`config.mk`:
```
export PLATFORM = sky130hd
export DESIGN_NAME = tweakey_schedule
export DESIGN_NICKNAME = d
export VERILOG_FILES = /design/src/rtl/tweakey_schedule.sv
export SDC_FILE = /design/constraint.sdc
export NUM_CORES = 1
export LEC_CHECK = 0
export CORE_MARGIN = 2
export CORE_UTILIZATION = 40
export DETAILED_ROUTE_END_ITERATION = 7
export MAX_ROUTING_LAYER = met4
export PLACE_DENSITY_LB_ADDON = 0.25
export SYNTH_ARGS = -nofsm -noshare
export SYNTH_HDL_FRONTEND = slang
export SYNTH_SLANG_ARGS = --single-unit
export TNS_END_PERCENT = 1
```
`constraint.sdc`:
```
create_clock -name clk -period 9.8 [get_ports clk]
set_input_delay 0.98 -clock clk [delete_from_list [all_inputs] [get_ports clk]]
set_output_delay 0.98 -clock clk [all_outputs]
set_load 0.1 [all_outputs]
```
`src/rtl/tweakey_schedule.sv`:
```
// -----------------------------------------------------------------------------
// tweakey_schedule
//
// Purpose:
//   Issues NUM_ROUNDS round tweakeys derived from a 128-bit master tweakey.
//   The first round tweakey is the master tweakey itself. Every accepted
//   transfer replaces the held tweakey by a fixed byte permutation of it,
//   with byte 0 additionally XORed by a 6-bit LFSR round constant.
//   Tweakeys are offered with a valid/ready handshake.
//
// Parameters:
//   NUM_ROUNDS  number of round tweakeys issued per key (1..31)
//
// Ports:
//   clk        rising-edge clock
//   rst        asynchronous active-high reset
//   start      request to load key_in and begin a schedule (ignored when busy)
//   key_in     master tweakey, sampled only on an accepted start
//   tk         current round tweakey (held when not valid)
//   tk_valid   tk holds a valid round tweakey
//   tk_ready   consumer accepts tk this cycle
//   busy       high while a schedule is running or completing
//   done       one-cycle pulse after the last tweakey transfer
//   round_idx  index of the round tweakey on tk (only with the macro below)
//
// Configuration:
//   TWEAKEY_SCHEDULE_ROUND_IDX_EN  adds the round_idx[4:0] output
// -----------------------------------------------------------------------------
module tweakey_schedule #(
  parameter int unsigned NUM_ROUNDS = 16
) (
  input  logic         clk,
  input  logic         rst,
  input  logic         start,
  input  logic [127:0] key_in,
  output logic [127:0] tk,
  output logic         tk_valid,
  input  logic         tk_ready,
  output logic         busy,
  output logic         done
`ifdef TWEAKEY_SCHEDULE_ROUND_IDX_EN
  ,
  output logic [4:0]   round_idx
`endif
);

  typedef enum logic [1:0] {
    IDLE = 2'b00,
    RUN  = 2'b01,
    DONE = 2'b10
  } state_t;

  localparam logic [4:0] LAST_CNT = 5'(NUM_ROUNDS - 1);
  localparam logic [5:0] RC_INIT  = 6'h01;

  state_t       state_r;
  state_t       state_s;
  logic [127:0] key_r;
  logic [5:0]   rc_r;
  logic [4:0]   cnt_r;
  logic         load_s;
  logic         xfer_s;
  logic         valid_r;
  logic         busy_r;
  logic         done_r;

  // Byte permutation: new byte i = old byte P[i],
  // P = {9,15,8,13,10,14,12,11,0,1,2,3,4,5,6,7}; byte 0 also takes the constant.
  function automatic logic [127:0] tk_next(input logic [127:0] key,
                                           input logic [5:0]   rc);
    logic [127:0] res;
    res[7:0]     = key[79:72] ^ {2'b00, rc};
    res[15:8]    = key[127:120];
    res[23:16]   = key[71:64];
    res[31:24]   = key[111:104];
    res[39:32]   = key[87:80];
    res[47:40]   = key[119:112];
    res[55:48]   = key[103:96];
    res[63:56]   = key[95:88];
    res[127:64]  = key[63:0];
    return res;
  endfunction

  // 6-bit round-constant LFSR step (XNOR feedback of the two top bits).
  function automatic logic [5:0] rc_next(input logic [5:0] rc);
    return {rc[4:0], ~(rc[5] ^ rc[4])};
  endfunction

  // State register.
  always_ff @(posedge clk or posedge rst) begin
    if (rst) begin
      state_r <= IDLE;
    end else begin
      state_r <= state_s;
    end
  end

  // Next-state decode; start only matters in IDLE, transfers only in RUN.
  always_comb begin
    state_s = state_r;
    load_s  = 1'b0;
    xfer_s  = 1'b0;
    case (state_r)
      IDLE: begin
        if (start) begin
          state_s = RUN;
          load_s  = 1'b1;
        end else begin
          state_s = IDLE;
        end
      end
      RUN: begin
        if (tk_ready) begin
          xfer_s = 1'b1;
          if (cnt_r == LAST_CNT) begin
            state_s = DONE;
          end else begin
            state_s = RUN;
          end
        end else begin
          state_s = RUN;
        end
      end
      DONE: begin
        state_s = IDLE;
      end
      default: begin
        state_s = IDLE;
      end
    endcase
  end

  // Tweakey, round constant and round counter; all frozen while stalled.
  always_ff @(posedge clk or posedge rst) begin
    if (rst) begin
      key_r <= 128'd0;
      rc_r  <= RC_INIT;
      cnt_r <= 5'd0;
    end else if (load_s) begin
      key_r <= key_in;
      rc_r  <= RC_INIT;
      cnt_r <= 5'd0;
    end else if (xfer_s) begin
      key_r <= tk_next(key_r, rc_r);
      rc_r  <= rc_next(rc_r);
      cnt_r <= cnt_r + 5'd1;
    end else begin
      key_r <= key_r;
      rc_r  <= rc_r;
      cnt_r <= cnt_r;
    end
  end

  // Status flags registered from the next state so they line up with it.
  always_ff @(posedge clk or posedge rst) begin
    if (rst) begin
      valid_r <= 1'b0;
      busy_r  <= 1'b0;
      done_r  <= 1'b0;
    end else begin
      valid_r <= (state_s == RUN);
      busy_r  <= (state_s != IDLE);
      done_r  <= (state_s == DONE);
    end
  end

  assign tk       = key_r;
  assign tk_valid = valid_r;
  assign busy     = busy_r;
  assign done     = done_r;

`ifdef TWEAKEY_SCHEDULE_ROUND_IDX_EN
  assign round_idx = cnt_r;
`endif

endmodule
```
==> impl_metrics.toml <==
[status]
status = "completed"

[timing]
relSlewSlack_pct = 30.8
fmax_mhz = 297
tightest_slew_ps = 1030
skew_ps = 5.54
finalSetupViolations = 0
setup_tns_ps = 0
finalCriticalPeriod_ps = 3360
rsz0062_at_grt = "no"
slew_violations = 0
min_period_over_period_pct = 34.3
hold_viol_final = 0

[floorplanning]
io_pins = 263
rows = 45
start_util_pct = 41.3
die_h_microns = 130
die_w_microns = 130
core-area_sq_um = 15300
dieArea_sq_um = 16800

[route]
first_pass_iters = 5
dr_total_vias = 6034
detail-route-antenna-nets = 0
drt_iter0_drc = 543
post_drt_wl_per_cell_microns = 19.1
vias_per_cell = 5.56
wirelength_microns = 20700
drc = 0

[synthesis]
syn_area_per_cell_sq_um = 10.0
yosys.cell_count.top_type = "dfrtp_1"
synth-edff-count = 0
synth_area_leader_cell = "dfrtp_1"
yosysUniqueCellTypes = 29
synth_nets = 766
syn_area_sq_um = 6320
synth_top_cell_area_share_pct = 56.6
syn_inst = 632
ys_top_cells_by_count = "dfrtp_1, nand2_1, nand3_1, a22oi_1, nor2_1"
ys_seq_elements = 144
synthFlopType = "dfrtp_1"
seq_area_frac_synth_pct = 57.0
ys_warn_count = 0
synthTopCellsByArea = "dfrtp_1, a22oi_1, nand3_1"
async_flop_share_pct = 100

[run]
maxCapViolCount = 0

[clocking]
cts_hold_buf = 0
clkTransAtPathRegs_ps = 50
tritoncts = "yes"
root_buffer = "clkbuf_16"
cts_post_setup_buffers_inserted = 0
cts_buffers = 17
clkSinkCount = 144
cts_max_path_buffers = 2
insertion_delay_ps = 410
cts.htree.levels = 4
cts.repair.resized = 0

[worst_hold_path]
min_path_type = "reg2reg"

[grt]
antenna_found_initial = 0
grt_pass1_vias = 6018
grt_usage_pct = 25.4
grt_pass1_wl_microns = 32200
overflow = 0
grt_max_degree = 75

[critical_path]
cp_slowest_cell = "and3b_4"
max_stage_delay_ps = 780
crit_path_end_kind = "flip-flop"
start_kind = "primary input"
path_buf_inv = 2
crit_path_max_fanout = 70
cp_top_family = "buffers and inverters"
arrival_ps = 3660
cp_cell_sequence = "clkdlybuf4s50_1 > and3b_4 > buf_4 > nor2_1 > a22o_1"
crit_type = "in2reg"
critPathRequiredTime_ps = 10090

[place]
dp_hpwl_microns = 13900
io_buffers = 262
place_congestion = 0.884

[layout]
n_antenna_cell = 0
syn2layout_area_growth_pct = 49.4
fin_nets = 996
layout-drive-gt1-share_pct = 4.23
[area by class of cell]
| class | count | area, sq um |
|---|---|---|
| Fill cell | 1281 | 5880 |
| Clock buffer | 24 | 452 |
| Multi-Input combinational cell | 427 | 2360 |
| Clock inverter | 8 | 65.1 |
| Tap cell | 211 | 264 |
| Inverter | 3 | 16.3 |
| Timing Repair Buffer | 269 | 2680 |
| Sequential cell | 144 | 3600 |
[worst reg2reg max path: stages (launching register included)]
cell and delay, ps:
dfrtp_1 460, and3b_4 900, buf_4 800, nor2_1 290, a22o_1 250
[kinds of logic after synthesis]
kind of cell / after synthesis / synth area share [%]
multiplexers: 4 / 0.634
adder cells (fa/ha/maj): 2 / 0.396
AO/OA/AOI/OAI: 143 / 16.1
flip-flops: 144 / 57.0
AND/OR/NAND/NOR: 271 / 19.1
XOR/XNOR: 7 / 0.970
buffers and inverters: 61 / 5.78
[flip-flops by register name, summed over array words and instances (netlist names)]
name,cells
busy,1
rc_r,6
state_r,2
tk,128
tk_valid,1
done,1
cnt_r,5
[metrics by stage]
stage,setup WS [ps],hold WS (ps),cells,area (sq um),util (%)
after floorplan,4960,476,632,6320,-
after global placement,6200,491,1054,8920,58.3
after detailed placement,6080,506,1054,8920,58.3
after CTS,6510,519,1086,9440,61.6
after global routing,6330,537,1086,9440,61.6
final,6440,516,1086,9440,61.6
[final timing paths]
check,depth (start not counted),end,slack (ps),from
worst max-delay path,5,rc_r[5],6440,tk_ready
worst min-delay path,2,cnt_r[4],520,cnt_r[4]
worst max register to register,4,rc_r[5],6990,state_r[1]
worst min register to register,2,cnt_r[4],520,cnt_r[4]
max in group asynchronous,3,tk[28],7330,rst
min in group asynchronous,2,tk[51],1050,rst
[cells in the final DEF (no fill, tap or decap), drive strengths merged, types with 2 or more instances in the layout]
cell	count
a21oi	2
a22o	6
a22oi	90
a311oi	2
a31oi	4
and2	2
buf	7
clkbuf	24
clkdlybuf4s50	262
clkinv	7
dfrtp	143
ha	2
inv	3
mux2i	4
nand2	103
nand3	92
nor2	37
nor3	30
o21ai	7
o22ai	31
or3	2
xor2	7
[per-layer routing]
layer  vias to the layer above  global-route usage (%)  routed length, microns  share of wire [%]
met4                         0                    10.8                     708                3.4
li1                       2742                       -                       -                  -
met1                      2938                    32.5                    8570                 41
met5                         -                       -                       0                  0
met3                        48                    5.70                    1590                7.7
met2                       306                    39.0                    9840                 48
Power is not shown: default switching activity piles up to over one toggle a cycle in this logic, so the estimate is an artifact.
